[src/rtl/shift_seq_pkg.sv]
// Shared encodings for the multi-bit shift/rotate sequencer and its step unit.
// Optional build macro: SHIFT_SEQ_RC_MOD_EN (reduce rcl/rcr counts to the rotate period).
package shift_seq_pkg;

  localparam logic [3:0] OP_ROL  = 4'd0;
  localparam logic [3:0] OP_ROR  = 4'd1;
  localparam logic [3:0] OP_RCL  = 4'd2;
  localparam logic [3:0] OP_RCR  = 4'd3;
  localparam logic [3:0] OP_SHL  = 4'd4;
  localparam logic [3:0] OP_SHR  = 4'd5;
  localparam logic [3:0] OP_SAL  = 4'd6;
  localparam logic [3:0] OP_SAR  = 4'd7;
  localparam logic [3:0] OP_SHRD = 4'd8;
  localparam logic [3:0] OP_SHLD = 4'd9;

  localparam logic [3:0] SZ_BYTE  = 4'd1;
  localparam logic [3:0] SZ_WORD  = 4'd2;
  localparam logic [3:0] SZ_DWORD = 4'd4;

  typedef enum logic [1:0] {
    ST_IDLE,
    ST_RUN,
    ST_DONE
  } state_t;

  typedef struct packed {
    logic [31:0] a;
    logic [31:0] b;
    logic        c;
  } step_t;

  function automatic logic [31:0] size_mask(input logic [3:0] sz);
    case (sz)
      SZ_DWORD: size_mask = 32'hFFFF_FFFF;
      SZ_WORD:  size_mask = 32'h0000_FFFF;
      default:  size_mask = 32'h0000_00FF;
    endcase
  endfunction

  // Rotate-through-carry repeats every width+1 steps, so the count can be trimmed.
  function automatic logic [4:0] eff_count(input logic [3:0] op, input logic [3:0] sz,
                                           input logic [4:0] cnt);
    eff_count = cnt;
`ifdef SHIFT_SEQ_RC_MOD_EN
    if (op == OP_RCL || op == OP_RCR) begin
      if (sz == SZ_WORD)
        eff_count = cnt % 5'd17;
      else if (sz != SZ_DWORD)
        eff_count = cnt % 5'd9;
    end
`else
    if (op == 4'd15 && sz == 4'd15) eff_count = cnt;
`endif
  endfunction

endpackage

[src/rtl/shift_seq_shiftbox.sv]
// Combinational shift step unit: one-bit and four-bit steps of the selected operation.
// Bits above the operand size pass through; rotates leave the carry untouched.
module shiftbox
  import shift_seq_pkg::*;
(
  input  logic [3:0]  shiftop,
  input  logic [3:0]  calc_sz,
  input  logic [31:0] opa,
  input  logic [31:0] opb,
  input  logic        ci,
  output logic [31:0] resa,
  output logic [31:0] resb,
  output logic        co,
  output logic [31:0] resa4,
  output logic [31:0] resb4,
  output logic        co4
);

  function automatic step_t step1(input logic [3:0] op, input logic [3:0] sz,
                                  input logic [31:0] a, input logic [31:0] b,
                                  input logic c);
    logic [31:0] m, top, sl, sr, fa, fb;
    logic        amsb, bmsb;
    step_t       r;
    m    = size_mask(sz);
    top  = m ^ (m >> 1);
    amsb = |(a & top);
    bmsb = |(b & top);
    sl   = (a << 1) & m;
    sr   = (a & m) >> 1;
    fa   = a & m;
    fb   = b & m;
    r.c  = c;
    case (op)
      OP_ROL:  fa = sl | {31'd0, amsb};
      OP_ROR:  fa = sr | (a[0] ? top : 32'd0);
      OP_RCL:  begin fa = sl | {31'd0, c};         r.c = amsb; end
      OP_RCR:  begin fa = sr | (c ? top : 32'd0);  r.c = a[0]; end
      OP_SHL,
      OP_SAL:  begin fa = sl;                      r.c = amsb; end
      OP_SHR:  begin fa = sr;                      r.c = a[0]; end
      OP_SAR:  begin fa = sr | (amsb ? top : 32'd0); r.c = a[0]; end
      OP_SHRD: begin
        fa  = sr;
        fb  = ((b & m) >> 1) | (a[0] ? top : 32'd0);
        r.c = b[0];
      end
      OP_SHLD: begin
        fa  = sl | {31'd0, bmsb};
        fb  = (b << 1) & m;
        r.c = amsb;
      end
      default: ;
    endcase
    r.a = (a & ~m) | (fa & m);
    r.b = (b & ~m) | (fb & m);
    return r;
  endfunction

  step_t s1, s2, s3, s4;

  always_comb begin
    s1 = step1(shiftop, calc_sz, opa, opb, ci);
    s2 = step1(shiftop, calc_sz, s1.a, s1.b, s1.c);
    s3 = step1(shiftop, calc_sz, s2.a, s2.b, s2.c);
    s4 = step1(shiftop, calc_sz, s3.a, s3.b, s3.c);
    resa  = s1.a;
    resb  = s1.b;
    co    = s1.c;
    resa4 = s4.a;
    resb4 = s4.b;
    co4   = s4.c;
  end

endmodule

[src/rtl/shift_seq.sv]
// Multi-cycle shift/rotate sequencer: iterates the shiftbox step unit, 4 bits per cycle then 1.
// Optional build macro: SHIFT_SEQ_RC_MOD_EN (shorter rcl/rcr latency, same results).
module shift_seq
  import shift_seq_pkg::*;
(
  input  logic        clk,
  input  logic        rst,
  input  logic        start,
  input  logic        flush,
  input  logic [3:0]  shiftop,
  input  logic [3:0]  calc_sz,
  input  logic [4:0]  count,
  input  logic [31:0] opa,
  input  logic [31:0] opb,
  input  logic        ci,
  output logic [31:0] res_a,
  output logic [31:0] res_b,
  output logic        co,
  output logic        busy,
  output logic        done
);

  state_t      state, next_state;
  logic [3:0]  op_r, sz_r;
  logic [31:0] a_r, b_r;
  logic        c_r;
  logic [4:0]  cnt_r;

  logic [31:0] resa1, resb1, resa4, resb4;
  logic        co1, co4;
  logic [4:0]  n_eff;
  logic        use4, last;
  logic [4:0]  dec;
  logic [31:0] step_a, step_b;
  logic        step_c;

  shiftbox u_step (
    .shiftop (op_r),
    .calc_sz (sz_r),
    .opa     (a_r),
    .opb     (b_r),
    .ci      (c_r),
    .resa    (resa1),
    .resb    (resb1),
    .co      (co1),
    .resa4   (resa4),
    .resb4   (resb4),
    .co4     (co4)
  );

  assign n_eff  = eff_count(shiftop, calc_sz, count);
  assign use4   = (cnt_r >= 5'd4);
  assign dec    = use4 ? 5'd4 : 5'd1;
  assign last   = (cnt_r <= dec);
  assign step_a = use4 ? resa4 : resa1;
  assign step_b = use4 ? resb4 : resb1;
  assign step_c = use4 ? co4 : co1;

  always_ff @(posedge clk or posedge rst) begin
    if (rst) state <= ST_IDLE;
    else     state <= next_state;
  end

  always_comb begin
    next_state = state;
    if (flush) begin
      next_state = ST_IDLE;
    end else begin
      case (state)
        ST_IDLE, ST_DONE: begin
          if (start) next_state = (n_eff == 5'd0) ? ST_DONE : ST_RUN;
          else       next_state = ST_IDLE;
        end
        ST_RUN:  next_state = last ? ST_DONE : ST_RUN;
        default: next_state = ST_IDLE;
      endcase
    end
  end

  // Working registers and results; a flush freezes everything, including the results.
  always_ff @(posedge clk or posedge rst) begin
    if (rst) begin
      op_r  <= 4'd0;
      sz_r  <= 4'd0;
      a_r   <= 32'd0;
      b_r   <= 32'd0;
      c_r   <= 1'b0;
      cnt_r <= 5'd0;
      res_a <= 32'd0;
      res_b <= 32'd0;
      co    <= 1'b0;
    end else if (!flush) begin
      case (state)
        ST_IDLE, ST_DONE: begin
          if (start) begin
            op_r  <= shiftop;
            sz_r  <= calc_sz;
            a_r   <= opa;
            b_r   <= opb;
            c_r   <= ci;
            cnt_r <= n_eff;
            if (n_eff == 5'd0) begin
              res_a <= opa;
              res_b <= opb;
              co    <= ci;
            end
          end
        end
        ST_RUN: begin
          a_r   <= step_a;
          b_r   <= step_b;
          c_r   <= step_c;
          cnt_r <= last ? 5'd0 : cnt_r - dec;
          if (last) begin
            res_a <= step_a;
            res_b <= step_b;
            co    <= step_c;
          end
        end
        default: ;
      endcase
    end
  end

  assign busy = (state == ST_RUN);
  assign done = (state == ST_DONE);

endmodule

[config.mk]
export PLATFORM = sky130hd
export DESIGN_NAME = shift_seq
export DESIGN_NICKNAME = d
export VERILOG_FILES = /design/src/rtl/shift_seq_pkg.sv /design/src/rtl/shift_seq_shiftbox.sv /design/src/rtl/shift_seq.sv
export SDC_FILE = /design/constraint.sdc
export NUM_CORES = 1
export LEC_CHECK = 0
export ABC_AREA = 1
export CORE_MARGIN = 5
export CORE_UTILIZATION = 45
export DETAILED_ROUTE_END_ITERATION = 10
export GPL_TIMING_DRIVEN = 0
export PLACE_DENSITY = 0.68
export SLEW_MARGIN = 20
export SYNTH_ARGS = -nofsm -noshare
export SYNTH_HDL_FRONTEND = slang
export SYNTH_HIERARCHICAL = 1
export SYNTH_SLANG_ARGS = --single-unit
export TNS_END_PERCENT = 10
[constraint.sdc]
create_clock -name clk -period 5.25 [get_ports clk]
set_clock_uncertainty 0.15 [all_clocks]
set_input_delay 1.05 -clock clk [delete_from_list [all_inputs] [get_ports clk]]
set_output_delay 1.05 -clock clk [all_outputs]
set_load 0.02 [all_outputs]
==> results.toml <==
[status]
status = "complete, no violations"

[power]
p_comb_share_pct = 49.6
peakVddDrop_uv = 290
power.internal_uw = 3370
switching_share_pct = 45.8
seq_power_share_pct = 30.6
power.density_mw_per_mm2 = 492
p_sw_uw = 2850
power.share.clock_pct = 19.8
p_leak_uw = 0.00591
power.total_uw = 6230

[synthesis]
yosys_warnings = 6
synth_area_mm2 = 0.0102
syn-num-nets = 1637
async_reset_ff_share_pct = 100
synth_enable_flop_cells = 0
seq_area_frac_synth_pct = 35.6
synth-seq-cells = 145
synthDistinctLibCells = 46
ys.flop_type = "dfrtp_1"
syn_avg_cell_area_um2 = 6.57
synthCells = 1554

[drt]
routed_wl_mm = 39.2
wl_met1_mm = 18.1
drt_iter0_markers = 1237
drtPass1Iterations = 5
wl_met3_mm = 3.49
postRouteAntennaNets = 0
vias_per_cell = 5.69
vias = 11500
wl_met2_mm = 16.9
avgRoutedWirePerCell_um = 19.4
drc = 0
highest_layer = "met4"

[grt]
grt_pass1_vias = 11300
grt_pass1_wl_mm = 62.9
overflow = 0
grt_max_degree = 89
grt_use_total_pct = 30.3
antenna_found_initial = 0

[final_layout]
nNetsFinal = 1805
n_antenna_cell = 0
syn_to_final_growth_pct = 23.9
final_area_mm2 = 0.0126
fin_util_pct = 56.2
layout-drive-gt1-share_pct = 9.11
n_fill_cell = 2286

[clocking]
cts_resized = 0
clkSinkCount = 145
clk_latency_ps = 440
cts_setup_buffers = 0
clkTransAtPathRegs_ps = 70
h-tree-depth = 4
cts_root_buf = "clkbuf_16"
cts-buffers-inserted = 17
cts_max_path_buffers = 2
cts_tree = "done"
holdBufCountCts = 0

[worst_hold_path]
hold_class = "register to register"

[sta]
fin_ws_ps = 1170
final-hold-violation-count = 0
setup_viol = 0
fmax_ghz = 0.245
slew_viol_final = 0
rsz0062_at_grt = "no"
period_share_pct = 77.7
whs_ps = 330
layout_min_cycle_time_ps = 4080
tightest_slew_ps = 683
maxSlewHeadroom_pct = 54.5

[floorplan]
row_count = 55
start_util_pct = 45.3
die_h_um = 161
placeableCoreArea_mm2 = 0.0225
die_area_mm2 = 0.0258
die_w_um = 161
ios = 149

[critical_path]
path_max_fanout = 9
critPathArrivalTime_ps = 4280
worstSetupPathType = "register to register"
startpoint_type = "register"
required_ps = 5450
end_kind = "register"

[placement]
dp_hpwl_mm = 29.9
portBuffers = 148
dpl_worst_slack_ps = 1340
placed_cell_area_mm2 = 0.0121
gp_congestion = 0.970

[flow_run]
maxCapViolCount = 0
## per-layer routing
| metal | up-vias | global-route usage [%] |
|---|---|---|
| met1 | 5405 | 45.1 |
| met2 | 567 | 45.7 |
| met5 | - | 0 |
| met3 | 45 | 5.95 |
| li1 | 5478 | - |
| met4 | 0 | 6.96 |
## power by group through the flow
stage	Clock [uW]	Combinational [uW]	Sequential (uW)
after floorplan	0	1610	2140
final	1230	3090	1910
after CTS	1250	3060	1900
after global placement	0	3030	1910
after detailed placement	0	3050	1920
after global routing	1300	3380	1970
## worst paths after layout
| check | from | end | slack [ps] | cells after the start |
|---|---|---|---|---|
| worst max-delay path | op_r[3] | res_a[0] | 1170 | 25 |
| worst min-delay path | res_b[9] | res_b[9] | 330 | 2 |
| worst max register to register | op_r[3] | res_a[0] | 1170 | 25 |
| worst min register to register | res_b[9] | res_b[9] | 330 | 2 |
| max in group asynchronous | rst | res_a[15] | 3260 | 3 |
| min in group asynchronous | rst | res_b[21] | 870 | 2 |
## area by class of cell
type	count	area (um^2)	share of cell area [%]
sequential	145	3630	28.7
clock inverter	14	140	1.11
clock buffer	18	429	3.39
multi-input combinational	1204	5660	44.8
inverter	121	464	3.67
tap	285	357	2.82
timing repair buffer	149	1510	11.9
buffer	84	457	3.61
## metrics by stage
step                cells  TNS, ps
floorplan            1554        0
global placement     1987  -288200
detailed placement   1988        0
CTS                  2020        0
global route         2020        0
finish               2020        0
## cells by family (layout without fill, tap and decap cells)
| family | Yosys count | after routing | share of synthesized area (%) |
|---|---|---|---|
| buffers and inverters | 205 | 386 | 8.95 |
| and+or+nand+nor | 887 | 887 | 38.1 |
| DFF | 145 | 145 | 35.6 |
| AOI/OAI and AO/OA | 316 | 316 | 17.3 |
| adders and majority gates | 1 | 1 | 0.123 |
## registers in the layout, summed over array words and instances (netlist names)
signal / flops
co: 1
c_r: 1
res_b: 32
a_r: 32
res_a: 32
cnt_r: 5
state: 2
sz_r: 4
b_r: 32
op_r: 4
## synthesized netlist by cell type, types with 2 or more instances
master    count  area, um^2
nand4_1       9        56.3
nand2_1     541        2030
nand3_2      10         100
o221ai_1      6        52.6
nand2_4       7        78.8
clkbuf_1     41         154
a21oi_1      39         195
nand3_1     184         921
nor2_8        2        40.0
a31o_2        4        35.0
nand2_2      12        75.1
o22ai_1       5        31.3
o211ai_1     17         128
dfrtp_1     145        3630
buf_4         7        52.6
buf_2        25         125
o21ai_0     167         836
a31oi_1       9        56.3
o21ai_1      47         235
buf_6         9         101
inv_1       103         387
clkinv_1      3        11.3
a22oi_1       3        22.5
o21ai_2      10        87.6
inv_2        14        52.6
or2_2         2        12.5
nor3_1        3        15.0
nor2_1       94         353
a21oi_2       2        17.5
nor2_4        8        90.1
nor2_2        8        50.1
nand3b_1      4        30.0
## cells in the final DEF, fill, tap and decap left out, types with 9 or more instances in the layout
cell type | synthesis | final
a31oi_1 | 9 | 9
dfrtp_1 | 145 | 145
nor2_1 | 94 | 94
clkbuf_1 | 41 | 42
buf_6 | 9 | 9
o21ai_0 | 167 | 167
clkbuf_16 | 0 | 17
buf_2 | 25 | 25
nand2_1 | 541 | 541
nand4_1 | 9 | 9
nand3_1 | 184 | 184
inv_1 | 103 | 102
inv_2 | 14 | 14
o21ai_2 | 10 | 10
a21oi_1 | 39 | 39
nand3_2 | 10 | 10
o21ai_1 | 47 | 47
o211ai_1 | 17 | 17
nand2_2 | 12 | 12
clkdlybuf4s50_1 | 0 | 148
## worst max-delay path, stage by stage, from the launching register on
cell and delay (ps):
dfrtp_1 480, inv_2 140, nand2_4 70, inv_2 100, nand2_4 100, nor2_1 380
nand2_1 170, nand3_1 170, nand2_1 80, nand2_1 60, nand3_1 130, nand3_2 250
nand2_2 100, nand2_4 170, nand3_1 100, nand2_1 90, nand2_1 90, nand2_1 120
nand3_1 70, nand2_1 90, a21oi_1 80, a21oi_1 200, nand2_1 70, nand3_1 120
o21ai_0 190, o21ai_0 230
Power figures use the tool's default switching activity.
